File: src/rtl/ysyx_25040101_wb_arbiter.sv
`default_nettype none
// ============================================================================
// Module   : ysyx_25040101_wb_arbiter
// Brief    : Register-file write-port arbiter for EXU and LSU writebacks.
//            Contains a one-cycle writeback stage, a pending-load scoreboard
//            for x1..x31, an outstanding-load counter and the issue hazard.
//            Define YSYX_25040101_WB_RR_EN for round-robin arbitration.
//            Without it, arbitration is fixed priority with LSU first.
// Revision : 1.0 - initial release
// ============================================================================
module ysyx_25040101_wb_arbiter #(
    parameter int MAX_LD = 2,
    parameter int CNT_W  = 3
) (
    input  logic             clk,
    input  logic             rst,
    input  logic             exu_valid_i,
    input  logic [4:0]       exu_rd_i,
    input  logic [31:0]      exu_data_i,
    output logic             exu_ready_o,
    input  logic             lsu_valid_i,
    input  logic [4:0]       lsu_rd_i,
    input  logic [31:0]      lsu_data_i,
    output logic             lsu_ready_o,
    input  logic             ld_issue_valid_i,
    input  logic [4:0]       ld_issue_rd_i,
    output logic             ld_issue_ready_o,
    input  logic [4:0]       rs1_addr_i,
    input  logic [4:0]       rs2_addr_i,
    input  logic [4:0]       id_rd_i,
    output logic             hazard_o,
    output logic             rd_wen_o,
    output logic [4:0]       rd_addr_o,
    output logic [31:0]      rd_data_o,
    output logic [CNT_W-1:0] ld_cnt_o
);

    localparam logic [CNT_W-1:0] c_max_ld  = CNT_W'(MAX_LD);
    localparam logic [CNT_W-1:0] c_cnt_one = CNT_W'(1);

    logic [31:0]      r_busy;
    logic [CNT_W-1:0] r_ld_cnt;
    logic             r_wb_vld;
    logic [4:0]       r_wb_addr;
    logic [31:0]      r_wb_data;

    logic             w_lsu_req;
    logic             w_lsu_fire;
    logic             w_exu_fire;
    logic             w_ld_fire;
    logic [4:0]       w_win_rd;
    logic [31:0]      w_win_data;
    logic [31:0]      w_set_mask;
    logic [31:0]      w_clr_mask;
    logic [31:0]      w_busy_nxt;
    logic [CNT_W-1:0] w_cnt_nxt;
    logic             w_haz_rs1;
    logic             w_haz_rs2;
    logic             w_haz_waw;

    // A return with nothing in flight is a stray and is never granted.
    assign w_lsu_req = lsu_valid_i & (r_ld_cnt != '0);

`ifdef YSYX_25040101_WB_RR_EN
    // 0: EXU was granted last, 1: LSU was granted last.
    logic r_last_grant;

    assign lsu_ready_o = w_lsu_req & ~(exu_valid_i & r_last_grant);
    assign exu_ready_o = exu_valid_i & ~(w_lsu_req & ~r_last_grant);

    // Remember the most recent winner so the other side is favoured next.
    always_ff @(posedge clk) begin
        if (rst) begin
            r_last_grant <= 1'b0;
        end else if (w_lsu_fire) begin
            r_last_grant <= 1'b1;
        end else if (w_exu_fire) begin
            r_last_grant <= 1'b0;
        end
    end
`else
    assign lsu_ready_o = w_lsu_req;
    assign exu_ready_o = exu_valid_i & ~w_lsu_req;
`endif

    assign w_lsu_fire = lsu_valid_i & lsu_ready_o;
    assign w_exu_fire = exu_valid_i & exu_ready_o;

    // Registered busy only: a register can never be set and cleared together.
    assign ld_issue_ready_o = (r_ld_cnt < c_max_ld) & ~r_busy[ld_issue_rd_i];
    assign w_ld_fire        = ld_issue_valid_i & ld_issue_ready_o;

    assign w_win_rd   = w_lsu_fire ? lsu_rd_i   : exu_rd_i;
    assign w_win_data = w_lsu_fire ? lsu_data_i : exu_data_i;

    // Scoreboard next state; x0 is never tracked.
    always_comb begin
        w_set_mask = '0;
        w_clr_mask = '0;
        if (w_ld_fire) begin
            w_set_mask = 32'h1 << ld_issue_rd_i;
        end
        if (w_lsu_fire) begin
            w_clr_mask = 32'h1 << lsu_rd_i;
        end
        w_busy_nxt = ((r_busy & ~w_clr_mask) | w_set_mask) & ~32'h1;
    end

    // Outstanding-load count: issue adds, return subtracts, both cancel out.
    always_comb begin
        w_cnt_nxt = r_ld_cnt;
        if (w_ld_fire && !w_lsu_fire && (r_ld_cnt != c_max_ld)) begin
            w_cnt_nxt = r_ld_cnt + c_cnt_one;
        end else if (w_lsu_fire && !w_ld_fire && (r_ld_cnt != '0)) begin
            w_cnt_nxt = r_ld_cnt - c_cnt_one;
        end
    end

    // Scoreboard and counter registers.
    always_ff @(posedge clk) begin
        if (rst) begin
            r_busy   <= '0;
            r_ld_cnt <= '0;
        end else begin
            r_busy   <= w_busy_nxt;
            r_ld_cnt <= w_cnt_nxt;
        end
    end

    // Writeback stage: reloads every cycle; rd=0 winners produce no write.
    always_ff @(posedge clk) begin
        if (rst) begin
            r_wb_vld  <= 1'b0;
            r_wb_addr <= '0;
            r_wb_data <= '0;
        end else begin
            r_wb_vld <= (w_lsu_fire | w_exu_fire) & (w_win_rd != 5'd0);
            if (w_lsu_fire | w_exu_fire) begin
                r_wb_addr <= w_win_rd;
                r_wb_data <= w_win_data;
            end
        end
    end

    // A write parked in the stage has not reached the register file yet,
    // so sources matching it must stall as well as sources with loads pending.
    assign w_haz_rs1 = (rs1_addr_i != 5'd0) &
                       (r_busy[rs1_addr_i] | (r_wb_vld & (r_wb_addr == rs1_addr_i)));
    assign w_haz_rs2 = (rs2_addr_i != 5'd0) &
                       (r_busy[rs2_addr_i] | (r_wb_vld & (r_wb_addr == rs2_addr_i)));
    assign w_haz_waw = (id_rd_i != 5'd0) & r_busy[id_rd_i];
    assign hazard_o  = w_haz_rs1 | w_haz_rs2 | w_haz_waw;

    assign rd_wen_o  = r_wb_vld;
    assign rd_addr_o = r_wb_addr;
    assign rd_data_o = r_wb_data;
    assign ld_cnt_o  = r_ld_cnt;

endmodule
`default_nettype wire

File: config.mk
export PLATFORM = sky130hd
export DESIGN_NAME = ysyx_25040101_wb_arbiter
export DESIGN_NICKNAME = d
export VERILOG_FILES = /design/src/rtl/ysyx_25040101_wb_arbiter.sv
export SDC_FILE = /design/constraint.sdc
export NUM_CORES = 1
export LEC_CHECK = 0
export ABC_CLOCK_PERIOD_IN_PS = 4490
export CORE_AREA = 2 2 125 127
export DETAILED_ROUTE_END_ITERATION = 10
export DIE_AREA = 0 0 127 129
export SYNTH_ARGS = -nofsm -noshare
export SYNTH_HDL_FRONTEND = slang
export SYNTH_SLANG_ARGS = --single-unit
File: constraint.sdc
create_clock -name clk -period 4.49 [get_ports clk]
set_input_delay 0.6735 -clock clk [delete_from_list [all_inputs] [get_ports clk]]
set_output_delay 0.6735 -clock clk [all_outputs]
set_load 0.02 [all_outputs]
==> results of run 1 <==
[placed cells by master, fill, tap and decap left out, types with 4 or more instances in the layout]
cell type        Yosys  routed
buf_4                0      10
nor2_1              47      47
xor2_1               4       4
nand3_1             17      17
xnor2_1              6       6
o21ai_0             37      37
nand3b_1             4       4
a21oi_1             25      25
dfxtp_1             72      72
clkbuf_16            0       9
and2_1               4       4
clkdlybuf4s50_1      0     141
mux4_2              31      31
a211oi_1            38      38
nand2b_1             5       5
mux2i_1             57      57
or2_2                5       5
nor2b_1             13      13
o21ai_1              8       8
nand2_1             18      18
nand4_1              5       5
[layout make-up]
type | instances | area share [%]
timing repair buffer | 153 | 23.8
inverter | 2 | 0.120
clock buffer | 12 | 3.77
multi-input combinational | 351 | 44.8
sequential | 72 | 23.0
tap | 188 | 3.75
clock inverter | 4 | 0.718
[path summary, 6_finish.rpt]
check,from,to,slack (ns),cells past startpoint
min,rd_data_o[12]$_SDFFE_PP0P_,rd_data_o[12]$_SDFFE_PP0P_,0.55,2
min reg2reg,rd_data_o[12]$_SDFFE_PP0P_,rd_data_o[12]$_SDFFE_PP0P_,0.55,2
max,rs1_addr_i[0],hazard_o,0.32,7
max reg2reg,r_busy[7]$_SDFF_PP0_,ld_cnt_o[2]$_SDFFE_PP0P_,1.78,9
[worst max-delay path: stages]
cell and delay (ns):
clkdlybuf4s50_1 0.85, mux4_2 0.59, mux4_2 0.48, a21oi_1 0.11, or3_1 0.11, o2111ai_1 0.12
clkdlybuf4s50_1 0.56
[state kept, by name (all words and copies together), names as in the netlist]
| name | cells |
|---|---|
| ld_cnt_o | 3 |
| r_busy | 31 |
| rd_addr_o | 5 |
| rd_data_o | 32 |
| rd_wen_o | 1 |
[report_power, final]
| group | internal (µW) | switching, µW |
|---|---|---|
| Clock | 428 | 270 |
| Combinational | 434 | 461 |
| Sequential | 748 | 91.9 |
[metrics by stage]
| step | setup slack, ns | instance area (µm²) | hold WS (ns) | std cells | total power (µW) |
|---|---|---|---|---|---|
| 5_1_grt | 0.148 | 6280 | 0.566 | 782 | 2570 |
| 3_3_place_gp | 0.343 | 5990 | 0.529 | 766 | 1740 |
| 6_report | 0.320 | 6280 | 0.554 | 782 | 2430 |
| 3_5_place_dp | 0.291 | 5990 | 0.539 | 766 | 1750 |
| 4_1_cts | 0.286 | 6280 | 0.553 | 782 | 2460 |
| 2_1_floorplan | 1.04 | 4410 | 0.482 | 464 | 1320 |
[cells by family after synthesis]
logic type,Yosys count,share of synthesized area (%)
and+or+nand+nor,134,15.2
AOI/OAI and AO/OA,114,16.0
muxes,92,29.8
DFF,72,32.7
buffers and inverters,41,3.78
xor gates and xnor gates,10,1.99
adders and majority gates,1,0.454
[metal layers]
layer / part of all wire (%) / vias up
met5: 0 / -
met4: 2.4 / 0
met3: 7.3 / 31
met2: 46 / 183
met1: 44 / 2070
li1: - / 1995
==> results.md, run 1 <==
* Status: finished, final reports clean
* Final WL at 14700 µm
* Layout cells sized above 1 at about 11%
* Register area at 0.00144 mm²
* Clock Path Buffers at 2
* Max Cap Viol at 0
* Die height at between 100 and 150 µm
* Worst Setup Start Kind: input port
* Vias in the first global route at about 4300
* Starting density of the core at 29.4%
* Avg Inst Size Synth at ~9.5 µm²
* Worst hold path class: reg2reg
* Total GRT Usage at ~18%
* # setup viols final at 0
* Max-slew headroom at 38.8%
* Layout area overhead at 42.4%
* Routability Congestion at 0.904
* CTS tree: yes
* Post-synth top area cell: dfxtp_1
* Fmax at 240 MHz
* Async SR Flop Fraction at 0%
* DP Wirelength at 10700 µm
* CTS root buf: clkbuf_16
* First-pass GRT wire length at between 20000 and 25000 µm
* Clk_skew at 0.0109 ns
* GR Overflow Total at 0
* Clk sinks at a little over 70
* Final Util at 41.9%
* Syn Nets at 564
* Count leader, synth: dfxtp_1
* First-pass DRT Iterations at 5
* Synth top area cells: dfxtp_1 (33%), mux4_2 (16%), mux2i_1 (13%)
* Worst-path clk slew at 0.05 ns
* DR vias at around 4300
* DIE WIDTH at 127 µm
* DRT iter0 DRCs at 335
* Setup Fix Bufs, Post-CTS at 0
* Fillers at 1456
* Critical Path Sink Type: output port
* H-tree depth at 3
* Post-synthesis sequential area ratio at 32.7%
* M3 GR Usage at 4.20%
* Worst-Skew Late Latency at 0.34 ns
* Tcrit/Tclk final at between 90% and 100%
* Max VDD drop at 0.000179 V
* Largest net degree at the start of global routing at 50
* Avg WL per Cell at 18.8 µm
* GRT Max-Usage Layer: met2
* Worst-Margin Slew at 0.918 ns
* Number of synthesized flops with an enable pin at 0
* # port buffers at 143
* Min Tclk post-route at 4.17 ns
* RSZ-0062 raised after global routing: false
* Post-DRT Antenna Nets at 0
* Ys flop type: dfxtp_1
* #FFs+latches synth at between 70 and 80
* CP max FO at 10
* Worst path required time at 3.82 ns
* Met2 usage in global routing at 28.4%
* Clock buffer count from CTS at 9
* Synth unique cells at 41
* PwrDens at 388 mW/mm²
* Critical path arrival at approximately 3.5 ns
* Kind of critical path: in2out
* Final Max Slew Viols at 0
* Cells after Synth at about 460
* Placeable core area at 0.0150 mm²
* Multi-input logic area at 0.00281 mm²
* Post-CTS Resized at 0
* Share of the synthesized area in the top cell type at between 30% and 40%
* Via-to-Cell Ratio at 5.47
* Commonest cells post-synth: dfxtp_1 (72), mux2i_1 (57), nor2_1 (47)
* Synth Cell Area at 0.00441 mm²
* # diodes at 0
* Initial antenna violation count at 0
* Final Hold Viols at 0
* CTS Hold Bufs at 0
* Synth warnings at 0
* Die ar. at 0.0164 mm²
* Leak at 0.00226 µW
* Row count at 45
* Total negative setup slack at 0 ns
* I/O Pins at 144
* M1 GR Usage at a little under a quarter
* Nets at 689
* Drc violations at 0
No activity file was read; power rests on OpenSTA's default activity.
==> inputs of run 2 (changes only) <==
--- a/config.mk
+++ b/config.mk
@@ -6,9 +6,10 @@
 export NUM_CORES = 1
 export LEC_CHECK = 0
 export ABC_CLOCK_PERIOD_IN_PS = 4490
-export CORE_AREA = 2 2 125 127
+export CORE_AREA = 2 2 100 102
 export DETAILED_ROUTE_END_ITERATION = 10
-export DIE_AREA = 0 0 127 129
+export DIE_AREA = 0 0 102 104
+export PLACE_DENSITY = 0.81
 export SYNTH_ARGS = -nofsm -noshare
 export SYNTH_HDL_FRONTEND = slang
 export SYNTH_SLANG_ARGS = --single-unit
==> results.md, run 2 (synthesized netlist as in run 1, its figures left out) <==
* Final Max Slew Viols at 0
* Final Hold Viols at 0
* Gate power share at 39.6%
* PwrDens at 367 mW/mm²
* Post-CTS Resized at 0
* I/O Pins at 144
* Total negative setup slack at 0 ns
* Worst-Margin Slew at 0.912 ns
* DP Wirelength at roughly 10000 µm
* Setup Fix Bufs, Post-CTS at 0
* Int Pwr at 1440 µW
* Most common cell after layout, fill and taps aside: clkdlybuf4s50_1
* DP Cell Count at 710
* CP max FO at 10
* Drc violations at 0
* CTS tree: yes
* H-tree depth at 3
* Vias in the first global route at 4219
* Finished Layout Cells at roughly 730
* Starting density of the core at 46.2%
* Placeable core area at 0.00955 mm²
* Nets at a little under 700
* Clock Path Buffers at 2
* Critical path destination: hazard_o
* # port buffers at 143
* Critical Path Sink Type: output port
* Switching share of power at 35.8%
* Critical path cell sequence: clkdlybuf4s50_1 > mux4_2 > mux4_2 > a21oi_1 > or3_1 > o2111ai_1 > clkdlybuf4s50_1
* Largest net degree at the start of global routing at 52
* Multi-input logic area at 0.00281 mm²
* Max VDD drop at about 0.00032 V
* DRT iter0 DRCs at 463
* First-pass DRT Iterations at 5
* Total GRT Usage at 26.8%
* Part of the power in registers at 37.5%
* Die ar. at 0.0106 mm²
* Layout cells sized above 1 at between 10 and 15%
* Final WL at 14100 µm
* Origin of the worst setup path: rs1_addr_i[0]
* Worst-Skew Late Latency at 0.36 ns
* DR vias at between 4000 and 5000
* Final Util at ~64%
* Worst path required time at 3.82 ns
* Clock Power Share at 22.9%
* Row count at 36
* Clk sinks at 72
* Max reg flops at 32
* FF-to-FF Start: r_busy[6]$_SDFF_PP0_
* Clk_skew at 0.0148 ns
* CP bufs+invs at 2
* Worst hold path class: reg2reg
* Largest stage delay, worst path at 0.83 ns
* Worst Setup Start Kind: input port
* Max-slew headroom at 39.2%
* Max Cap Viol at 0
* Most frequent cells in the layout: clkdlybuf4s50_1 (141), dfxtp_1 (72), mux2i_1 (57)
* CTS root buf: clkbuf_8
* Register area at 0.00144 mm²
* FF-to-FF path depth at 9
* Post-DRT Antenna Nets at 0
* First-pass GRT wire length at ~22000 µm
* Leak at around 0.0022 µW
* DIE WIDTH at 102 µm
* Kind of critical path: in2out
* RSZ-0062 raised after global routing: false
* Crit path max-delay family: buffers and inverters
* CTS Hold Bufs at 0
* Worst hold path cell count at 2
* Min Tclk post-route at ~4.1 ns
* # setup viols final at 0
* Worst Hold Slack at 0.560 ns
* Avg WL per Cell at 19.4 µm
* Fmax at 241 MHz
* Flop2flop setup slack at 1.71 ns
* Die height at between 100 and 150 µm
* Tcrit/Tclk final at 92.4%
* Clock buffer count from CTS at 9
* Worst-path clk slew at 0.08 ns
* Critical path arrival at 3.48 ns
* Psw at between 800 and 900 µW
* Fillers at 794
* Routability Congestion at 0.985
* # diodes at 0
* Critical Path Stages at 7
* Initial antenna violation count at 0
* Status: finished, final reports clean
* GR Overflow Total at 0
* R2R Path End: ld_cnt_o[2]$_SDFFE_PP0P_
* Via-to-Cell Ratio at 5.91
* Critical path's slowest cell: clkdlybuf4s50_1
* Layout area overhead at 38.7%
-- run 2: power by group through the flow --
stage                     clock network [µW]  registers (µW)  logic (µW)
after floorplan                            0             958         364
after global placement                     0             848         872
after detailed placement                   0             855         886
after CTS                                525             841         892
after global routing                     555             855         954
final                                    513             841         889
-- run 2: cell type report --
class | count | share of cell area (%)
multi-input cells | 351 | 46.0
repair buffers | 152 | 24.4
flip-flops and latches | 72 | 23.6
well taps | 133 | 2.72
clock buffers | 10 | 2.09
clock inverters | 6 | 1.11
inverters | 2 | 0.123
-- run 2: stage by stage --
stage	setup slack (ns)	power [µW]	instance area, µm²
5_1_grt	0.155	2360	6110
2_1_floorplan	1.04	1320	4410
4_1_cts	0.313	2260	6110
3_3_place_gp	0.397	1720	5920
6_report	0.340	2240	6110
3_5_place_dp	0.314	1740	5920
-- run 2: how the worst min path moves through the flow --
| stage | startpoint | endpoint | slack, ns |
|---|---|---|---|
| 2_1_floorplan | r_busy[12]$_SDFF_PP0_ | r_busy[12]$_SDFF_PP0_ | 0.48 |
| 3_3_place_gp | rd_data_o[13]$_SDFFE_PP0P_ | rd_data_o[13]$_SDFFE_PP0P_ | 0.54 |
| 3_5_place_dp | rd_data_o[16]$_SDFFE_PP0P_ | rd_data_o[16]$_SDFFE_PP0P_ | 0.54 |
| 4_1_cts | r_busy[1]$_SDFF_PP0_ | r_busy[1]$_SDFF_PP0_ | 0.56 |
| 5_1_grt | rd_data_o[13]$_SDFFE_PP0P_ | rd_data_o[13]$_SDFFE_PP0P_ | 0.59 |
| 6_report | rd_data_o[25]$_SDFFE_PP0P_ | rd_data_o[25]$_SDFFE_PP0P_ | 0.56 |
-- run 2: layer usage --
metal	vias up	GRT usage, %	part of all wire, %
li1	1994	-	-
met4	0	12.2	3.4
met2	231	44.8	51
met1	2024	32.7	37
met3	43	5.65	8.1
met5	-	0	0
-- run 2: worst reg2reg max path, delay by kind of cell (launching register included) --
family | cells | cell delay (ns)
multiplexers | 3 | 0.96
AND/OR/NAND/NOR | 4 | 0.83
flip-flops | 1 | 0.40
adder cells (fa/ha/maj) | 1 | 0.39
AO/OA/AOI/OAI | 1 | 0.11
==> inputs of run 3 (changes only) <==
==> config.mk (replaced) <==
export PLATFORM = sky130hd
export DESIGN_NAME = ysyx_25040101_wb_arbiter
export DESIGN_NICKNAME = d
export VERILOG_FILES = /design/src/rtl/ysyx_25040101_wb_arbiter.sv
export SDC_FILE = /design/constraint.sdc
export NUM_CORES = 1
export LEC_CHECK = 0
export ABC_CLOCK_PERIOD_IN_PS = 5000
export CORE_AREA = 2 2 97 99
export DETAILED_ROUTE_END_ITERATION = 10
export DIE_AREA = 0 0 99 101
export PLACE_DENSITY = 0.85
export SYNTH_ARGS = -nofsm -noshare
export SYNTH_HDL_FRONTEND = slang
export SYNTH_SLANG_ARGS = --single-unit
==> constraint.sdc (replaced) <==
create_clock -name clk -period 5 [get_ports clk]
set_input_delay 0.75 -clock clk [delete_from_list [all_inputs] [get_ports clk]]
set_output_delay 0.75 -clock clk [all_outputs]
set_load 0.02 [all_outputs]
==> results.md, run 3 (synthesized netlist as in run 1, its figures left out) <==
* Fillers at 674
* Most common cell after layout, fill and taps aside: clkdlybuf4s50_1
* PwrDens at 335 mW/mm²
* Die ar. at between 0.009 and 0.01 mm²
* Min Tclk post-route at roughly 4.3 ns
* DR vias at 4297
* Max reg flops at 32
* Final Max Slew Viols at 0
* # diodes at 0
* Final WS setup at 0.661 ns
* Leak at 0.00220 µW
* Final Hold Viols at 0
* DIE WIDTH at 99 µm
* Worst-Margin Slew at 0.811 ns
* Total GRT Usage at ~27%
* Vias in the first global route at 4230
* Starting density of the core at approximately half
* Worst-path clk slew at 0.07 ns
* Via-to-Cell Ratio at 6.12
* Max Cap Viol at 0
* H-tree depth at 3
* Clk sinks at between 70 and 80
* Critical Path Sink Type: output port
* GR Overflow Total at 0
* Total negative setup slack at 0 ns
* I/O Pins at approximately 140
* Routability Congestion at roughly 0.9
* Drc violations at 0
* Fmax at 230 MHz
* Post-DRT Antenna Nets at 0
* Avg WL per Cell at 19.5 µm
* Kind of critical path: in2out
* Pre-CTS WS at 0.654 ns
* CP max FO at 10
* First-pass GRT wire length at ~21000 µm
* DP Wirelength at ~10000 µm
* Final Util at 67.7%
* Clock buffer count from CTS at 9
* Worst Setup Start Kind: input port
* DRT iter0 DRCs at 316
* RSZ-0062 raised after global routing: false
* # port buffers at 143
* Clk_skew at 0.0209 ns
* CTS Hold Bufs at 0
* CTS tree: yes
* Row count at 35
* Placeable core area at 0.00898 mm²
* Status: finished, final reports clean
* # setup viols final at 0
* Post-CTS Resized at 0
* Critical path arrival at 3.59 ns
* CTS root buf: clkbuf_8
* Layout area overhead at 37.9%
* Worst path required time at 4.25 ns
* First-pass DRT Iterations at 5
* Max-slew headroom at 45.8%
* Worst hold path class: reg2reg
* Register area at around 0.0014 mm²
* Setup Fix Bufs, Post-CTS at 0
* Worst-Skew Late Latency at 0.36 ns
* Initial antenna violation count at 0
* Final WL at 13700 µm
* Tcrit/Tclk final at slightly below 90%
* Multi-input logic area at 0.00281 mm²
* Clock Path Buffers at 2
* Die height at 101 µm
* Most frequent cells in the layout: clkdlybuf4s50_1 (141), dfxtp_1 (72), mux2i_1 (57)
* Largest net degree at the start of global routing at 58
* Max VDD drop at 0.000271 V
* Nets at 686
* Layout cells sized above 1 at 11.3%
-- run 3: worst max-delay path, stage by stage --
cell	delay, ns
clkdlybuf4s50_1	0.87
mux4_2	0.59
mux4_2	0.45
a21oi_1	0.13
or3_1	0.12
o2111ai_1	0.10
clkdlybuf4s50_1	0.56
-- run 3: report_power, final --
group          switching [µW]  internal [µW]
Clock                     245            236
Combinational             413            389
Sequential               83.3            671
Total                     741           1300
-- run 3: metal layers --
| metal | share of wire (%) | GRT usage (%) | vias up |
|---|---|---|---|
| li1 | - | - | 1990 |
| met4 | 1.7 | 8.96 | 0 |
| met1 | 41 | 35.4 | 2070 |
| met5 | 0 | 0 | - |
| met3 | 6.8 | 5.27 | 28 |
| met2 | 50 | 44.7 | 209 |
-- run 3: final timing paths --
check	end	cells past startpoint	startpoint	slack [ns]
max reg2reg	ld_cnt_o[2]$_SDFFE_PP0P_	9	r_busy[4]$_SDFF_PP0_	2.25
min reg2reg	r_busy[11]$_SDFF_PP0_	2	r_busy[11]$_SDFF_PP0_	0.55
min	r_busy[11]$_SDFF_PP0_	2	r_busy[11]$_SDFF_PP0_	0.55
max	hazard_o	7	rs1_addr_i[0]	0.66
-- run 3: final cells by class --
class / instances / share of cell area [%]
Sequential cell: 72 / 23.7
Clock inverter: 7 / 1.30
Tap cell: 111 / 2.28
Multi-Input combinational cell: 351 / 46.3
Inverter: 2 / 0.124
Clock buffer: 9 / 2.04
Timing Repair Buffer: 150 / 24.2
-- run 3: per-stage QoR --
step | instances | power [µW] | hold WS, ns | cell area, µm²
floorplan | 464 | 1190 | 0.482 | 4410
global placement | 686 | 1540 | 0.521 | 5880
detailed placement | 686 | 1570 | 0.534 | 5880
CTS | 702 | 2040 | 0.546 | 6080
global route | 702 | 2140 | 0.583 | 6080
finish | 702 | 2040 | 0.550 | 6080
